==> src/rtl/fifo_pkg.sv <==
// -----------------------------------------------------------------------------
// fifo_pkg
// Shared definitions for the asynchronous FIFO pointer blocks (write and read
// side). Holds the default pointer width, the default pointer type and the
// binary-to-Gray helper used by both pointer controllers.
//
// Contents
//   ptr_width_def  default address width (FIFO depth = 2**ptr_width_def)
//   gray_max_bits  widest pointer bin2gray can convert
//   ptr_t          pointer type for the default width (ptr_width_def+1 bits)
//   status_t       registered write-side status flags
//   bin2gray       binary to reflected-Gray conversion
// -----------------------------------------------------------------------------
package fifo_pkg;

   localparam int unsigned ptr_width_def = 8;
   localparam int unsigned gray_max_bits = 32;

   // One extra MSB distinguishes full from empty when the addresses match.
   typedef logic [ptr_width_def:0] ptr_t;

   typedef struct packed {
      logic full;
      logic almost_full;
      logic wr_ack;
      logic overflow;
   } status_t;

   // Works on a zero-extended value: Gray bit i depends only on binary bits
   // i and i+1, so the low bits of the result are the Gray code of the
   // narrower pointer and callers simply slice off what they need.
   function automatic logic [gray_max_bits-1:0] bin2gray(
      input logic [gray_max_bits-1:0] bin
   );
      return (bin >> 1) ^ bin;
   endfunction

endpackage

==> src/rtl/gray2bin.sv <==
// -----------------------------------------------------------------------------
// gray2bin
// Purely combinational reflected-Gray to binary converter.
//
// Parameters
//   width  pointer width in bits
// Ports
//   gray   input  [width-1:0]  Gray-coded value
//   bin    output [width-1:0]  binary equivalent
// -----------------------------------------------------------------------------
module gray2bin #(
   parameter int unsigned width = 4
) (
   input  logic [width-1:0] gray,
   output logic [width-1:0] bin
);

   // Binary bit i is the XOR of all Gray bits from i upwards. Written as a
   // reduction per bit rather than a ripple so there is no self-dependence.
   always_comb begin
      bin = '0;
      for (int i = 0; i < int'(width); i++) begin
         bin[i] = ^(gray >> i);
      end
   end

endmodule

==> src/rtl/write_ptr_ctrl.sv <==
// -----------------------------------------------------------------------------
// write_ptr_ctrl
// Write-domain pointer controller for an asynchronous FIFO. Keeps the binary
// write address and its Gray copy, derives full / almost_full / level from the
// read pointer already synchronised into wrclk, acknowledges accepted writes
// and records writes attempted while full.
//
// Parameters
//   ptr_width   address width, FIFO depth = 2**ptr_width (must be >= 2)
//   af_margin   almost_full when free slots <= af_margin (1..2**ptr_width-1)
// Ports
//   wrclk        input                 write clock
//   wr_rst_n     input                 asynchronous active-low reset
//   wr_en        input                 write request
//   rptr_sync    input  [ptr_width:0]  Gray read pointer in wrclk domain
//   ovf_clr      input                 clears the sticky overflow flag
//   wraddr       output [ptr_width:0]  binary write pointer
//   wptr         output [ptr_width:0]  Gray write pointer
//   full         output                FIFO full (registered)
//   almost_full  output                free slots <= af_margin (registered)
//   wr_level     output [ptr_width:0]  occupancy estimate 0..2**ptr_width
//   wr_ack       output                pulse one cycle after an accepted write
//   overflow     output                sticky: write attempted while full
// -----------------------------------------------------------------------------
module write_ptr_ctrl
   import fifo_pkg::*;
#(
   parameter int unsigned ptr_width = ptr_width_def,
   parameter int unsigned af_margin = 2
) (
   input  logic               wrclk,
   input  logic               wr_rst_n,
   input  logic               wr_en,
   input  logic [ptr_width:0] rptr_sync,
   input  logic               ovf_clr,
   output logic [ptr_width:0] wraddr,
   output logic [ptr_width:0] wptr,
   output logic               full,
   output logic               almost_full,
   output logic [ptr_width:0] wr_level,
   output logic               wr_ack,
   output logic               overflow
);

   localparam int unsigned ptr_bits = ptr_width + 1;

   // Depth and margin carry one bit more than a pointer so the free-slot
   // subtraction below cannot alias.
   localparam logic [ptr_bits:0] depth  = {2'b01, {ptr_width{1'b0}}};
   localparam logic [ptr_bits:0] margin = (ptr_bits + 1)'(af_margin);

   logic                     accept;
   logic [ptr_width:0]       waddr_next;
   logic [ptr_width:0]       wptr_next;
   logic [gray_max_bits-1:0] gray_wide;
   logic [ptr_width:0]       rptr_full_cmp;
   logic [ptr_width:0]       rbin;
   logic [ptr_width:0]       level_next;
   logic [ptr_bits:0]        free_next;
   status_t                  status_q;
   status_t                  status_d;
   logic                     unused_gray_hi;

   // ---------------------------------------------------------------------------
   // Read pointer back to binary for the level calculation
   // ---------------------------------------------------------------------------
   gray2bin #(
      .width(ptr_bits)
   ) u_rptr_gray2bin (
      .gray(rptr_sync),
      .bin (rbin)
   );

   // ---------------------------------------------------------------------------
   // Next-state logic
   // ---------------------------------------------------------------------------
   always_comb begin
      // Accept is qualified by the registered full, never a combinational one.
      accept     = wr_en & ~status_q.full;
      waddr_next = wraddr + ptr_bits'(accept);

      gray_wide  = bin2gray(gray_max_bits'(waddr_next));
      wptr_next  = gray_wide[ptr_width:0];

      // Full when the writer is exactly one lap ahead: in Gray code that is
      // the read pointer with its two top bits inverted.
      rptr_full_cmp = {~rptr_sync[ptr_width:ptr_width-1], rptr_sync[ptr_width-2:0]};

      level_next = waddr_next - rbin;
      free_next  = depth - {1'b0, level_next};

      status_d             = '0;
      status_d.full        = (wptr_next == rptr_full_cmp);
      status_d.almost_full = (free_next <= margin);
      status_d.wr_ack      = accept;
      // A new overflow attempt wins over a simultaneous clear.
      status_d.overflow    = (wr_en & status_q.full) | (status_q.overflow & ~ovf_clr);
   end

   // Only the low ptr_bits of the wide Gray result are meaningful here.
   assign unused_gray_hi = ^gray_wide;

   // ---------------------------------------------------------------------------
   // State
   // ---------------------------------------------------------------------------
   always_ff @(posedge wrclk or negedge wr_rst_n) begin
      if (!wr_rst_n) begin
         wraddr   <= '0;
         wptr     <= '0;
         wr_level <= '0;
         status_q <= '0;
      end else begin
         wraddr   <= waddr_next;
         wptr     <= wptr_next;
         wr_level <= level_next;
         status_q <= status_d;
      end
   end

   assign full        = status_q.full;
   assign almost_full = status_q.almost_full;
   assign wr_ack      = status_q.wr_ack;
   assign overflow    = status_q.overflow;

endmodule
==> config.mk <==
export PLATFORM = sky130hd
export DESIGN_NAME = write_ptr_ctrl
export DESIGN_NICKNAME = d
export VERILOG_FILES = /design/src/rtl/fifo_pkg.sv /design/src/rtl/gray2bin.sv /design/src/rtl/write_ptr_ctrl.sv
export SDC_FILE = /design/constraint.sdc
export NUM_CORES = 1
export LEC_CHECK = 0
export CORE_MARGIN = 8
export CORE_UTILIZATION = 54
export CTS_CLUSTER_DIAMETER = 50
export DETAILED_ROUTE_END_ITERATION = 7
export GPL_ROUTABILITY_DRIVEN = 0
export GPL_TIMING_DRIVEN = 1
export PLACE_DENSITY = 0.86
export SYNTH_ARGS = -nofsm -noshare
export SYNTH_HDL_FRONTEND = slang
export SYNTH_SLANG_ARGS = --single-unit
==> constraint.sdc <==
create_clock -name wrclk -period 8.4 [get_ports wrclk]
set_input_delay 1.68 -clock wrclk [delete_from_list [all_inputs] [get_ports wrclk]]
set_output_delay 1.68 -clock wrclk [all_outputs]
set_load 0.1 [all_outputs]
==> metrics <==
Cells after Synth=172; Yosys cell types=38; number of cell rows=21; commonest non-fill, non-tap cells in the layout=clkdlybuf4s50_1 (43), dfrtp_1 (30), xnor2_1 (24); router iterations before antenna repair=4; IO Pins=44; setup TNS=0 ns; DRC viols=0; initial antenna violation count=0; Worst-path clk slew=roughly 0.10 ns; fmax=~0.17 GHz; gr usage total=approximately 17%; die height=74.8 um; Post-DP Area=around 0.0023 mm2; Layout Utilization=between 70 and 80%; share of layout cells above drive strength 1=10.8%; Hold Path Class=reg2reg; largest net degree at the start of global routing=31; CP Class=in2reg; Rel. slew slack=about 34%; Seq/Total Area, Yosys=40.2%; post-detail-place hpwl=3.43 mm; post-route antenna net violation count=0; critical path launch point type=input port; Layout area overhead=29.7%; hold buffers post-CTS=0; post-synth top area cell=dfrtp_1; die width=74.8 um; port bufs=between 40 and 50; clk root buf=clkbuf_4; DR vias/cell=around 5.3; final setup vio count=0; synth warn=0; Bufs on Longest Clock Path=2; worst path arrival time=6.03 ns; CTS tree=done; Avg Inst Size Synth=10.9 um2; Worst Path Required=around 8.7 ns; Post-synth EDFFs=0; max cap viols=0; RSZ-0062 raised after global routing=no; cell area after layout=0.00242 mm2; most used flip-flop cell after synthesis=dfrtp_1; PostCTS Resize Cnt=0; detailed-route via count=1412; area share of the largest cell type after synthesis=about 40%; worst-margin pin slew=roughly 0.99 ns; postcts setup bufs=0; flops & latches, synth=30; first-pass GRT wire length=7.36 mm; die area=0.00560 mm2; WL/cell=about 16 um; Core Area=about 0.0033 mm2; DRT iter0 DRCs=between 80 and 90; skew final=between 0.006 and 0.007 ns; Final Hold Vio Count=0; final WL=roughly 4.3 mm; H-tree depth=2; GRT overflow=0; Final min period=between 5 and 6 ns; max-slew violation count=0; vias in the first global route=roughly 1500; # diodes=0; Async S/R FF share, synth=between 90% and 100%; clock sinks=30; Final Cycle Share=68.9%; total CTS buffers=5; CP endpoint kind=register; fin nets=247; largest cells by area after synthesis=dfrtp_1 (40%), xnor2_1 (11%), xor2_1 (8.4%); Syn Nets=between 150 and 200; leading cell type in the layout, fill and taps excluded=clkdlybuf4s50_1; Crit Path Max Fanout=6; outcome=finished clean; Initial Utilization=between 50% and 60%; cell area after synthesis=roughly 0.0019 mm2; clock latency on the worst-skew pair=between 0.3 and 0.4 ns
[synthesized netlist by cell type (2+ instances only)]
| master | n |
|---|---|
| xor2_1 | 18 |
| dfrtp_1 | 30 |
| o21ai_0 | 3 |
| nand3_1 | 10 |
| a21o_1 | 2 |
| and2_2 | 2 |
| xnor3_2 | 2 |
| a221oi_2 | 2 |
| xnor2_1 | 24 |
| ha_1 | 12 |
| o31ai_1 | 2 |
| mux2i_1 | 2 |
| inv_1 | 18 |
| a21oi_1 | 5 |
| nor3_1 | 4 |
| nor2_1 | 7 |
| or2b_2 | 2 |
| nand2_1 | 7 |
[kinds of logic (layout without fill, tap and decap cells)]
family	after synthesis	after routing	share of synthesized area [%]
mux	3	3	1.67
buf+inv	20	70	4.62
xor+xnor	44	44	22.2
flops	30	30	40.2
fa+ha+maj	13	13	9.10
simple gates	40	40	12.3
compound gates	22	22	9.97
[stage by stage]
step,hold slack [ns],worst slack (ns),std cells
2_1_floorplan,0.973,3.15,172
3_3_place_gp,0.459,2.48,260
3_5_place_dp,0.473,2.25,260
4_1_cts,0.487,2.60,268
5_1_grt,0.529,2.38,268
6_report,0.483,2.62,268
[worst paths after layout]
path	start	endpoint	slack, ns	cells past startpoint
worst max-delay path	rptr_sync[6]	almost_full	2.62	14
worst min-delay path	full	wr_ack	0.48	1
worst max register to register	full	almost_full	4.59	14
worst min register to register	full	wr_ack	0.48	1
max in group asynchronous	wr_rst_n	wr_level[2]	6.38	2
min in group asynchronous	wr_rst_n	wptr[4]	1.74	2
[metal layers]
metal	vias to the layer above	GRT usage [%]	share of wire [%]
li1	677	-	-
met1	692	19.1	41
met2	33	30.5	54
met3	10	3.33	3.0
met4	0	9.13	2.5
met5	-	0	0
[flip-flops by register name, indices dropped and copies added (netlist names)]
signal	count
wptr	9
overflow	1
wr_ack	1
full	1
wraddr	8
wr_level	9
almost_full	1
[final cells by class]
cell class | instances | area (um2)
inverter | 18 | 67.6
timing repair buffer | 44 | 438
sequential | 30 | 751
multi-input combinational | 122 | 1030
clock buffer | 5 | 37.5
tap | 46 | 57.6
fill | 249 | 913
clock inverter | 3 | 40.0
[critical path: stages]
cell             delay (ns)
clkdlybuf4s50_1        0.51
xnor3_2                0.50
xnor3_2                0.46
xnor2_1                0.33
xor2_1                 0.31
xnor2_1                0.11
ha_1                   0.22
fa_1                   0.40
inv_1                  0.10
a221oi_2               0.10
o31ai_1                0.31
xor2_1                 0.25
or4b_4                 0.49
a221oi_2               0.26
Power is not shown: default switching activity piles up to over one toggle a cycle in this logic, so the estimate is an artifact.
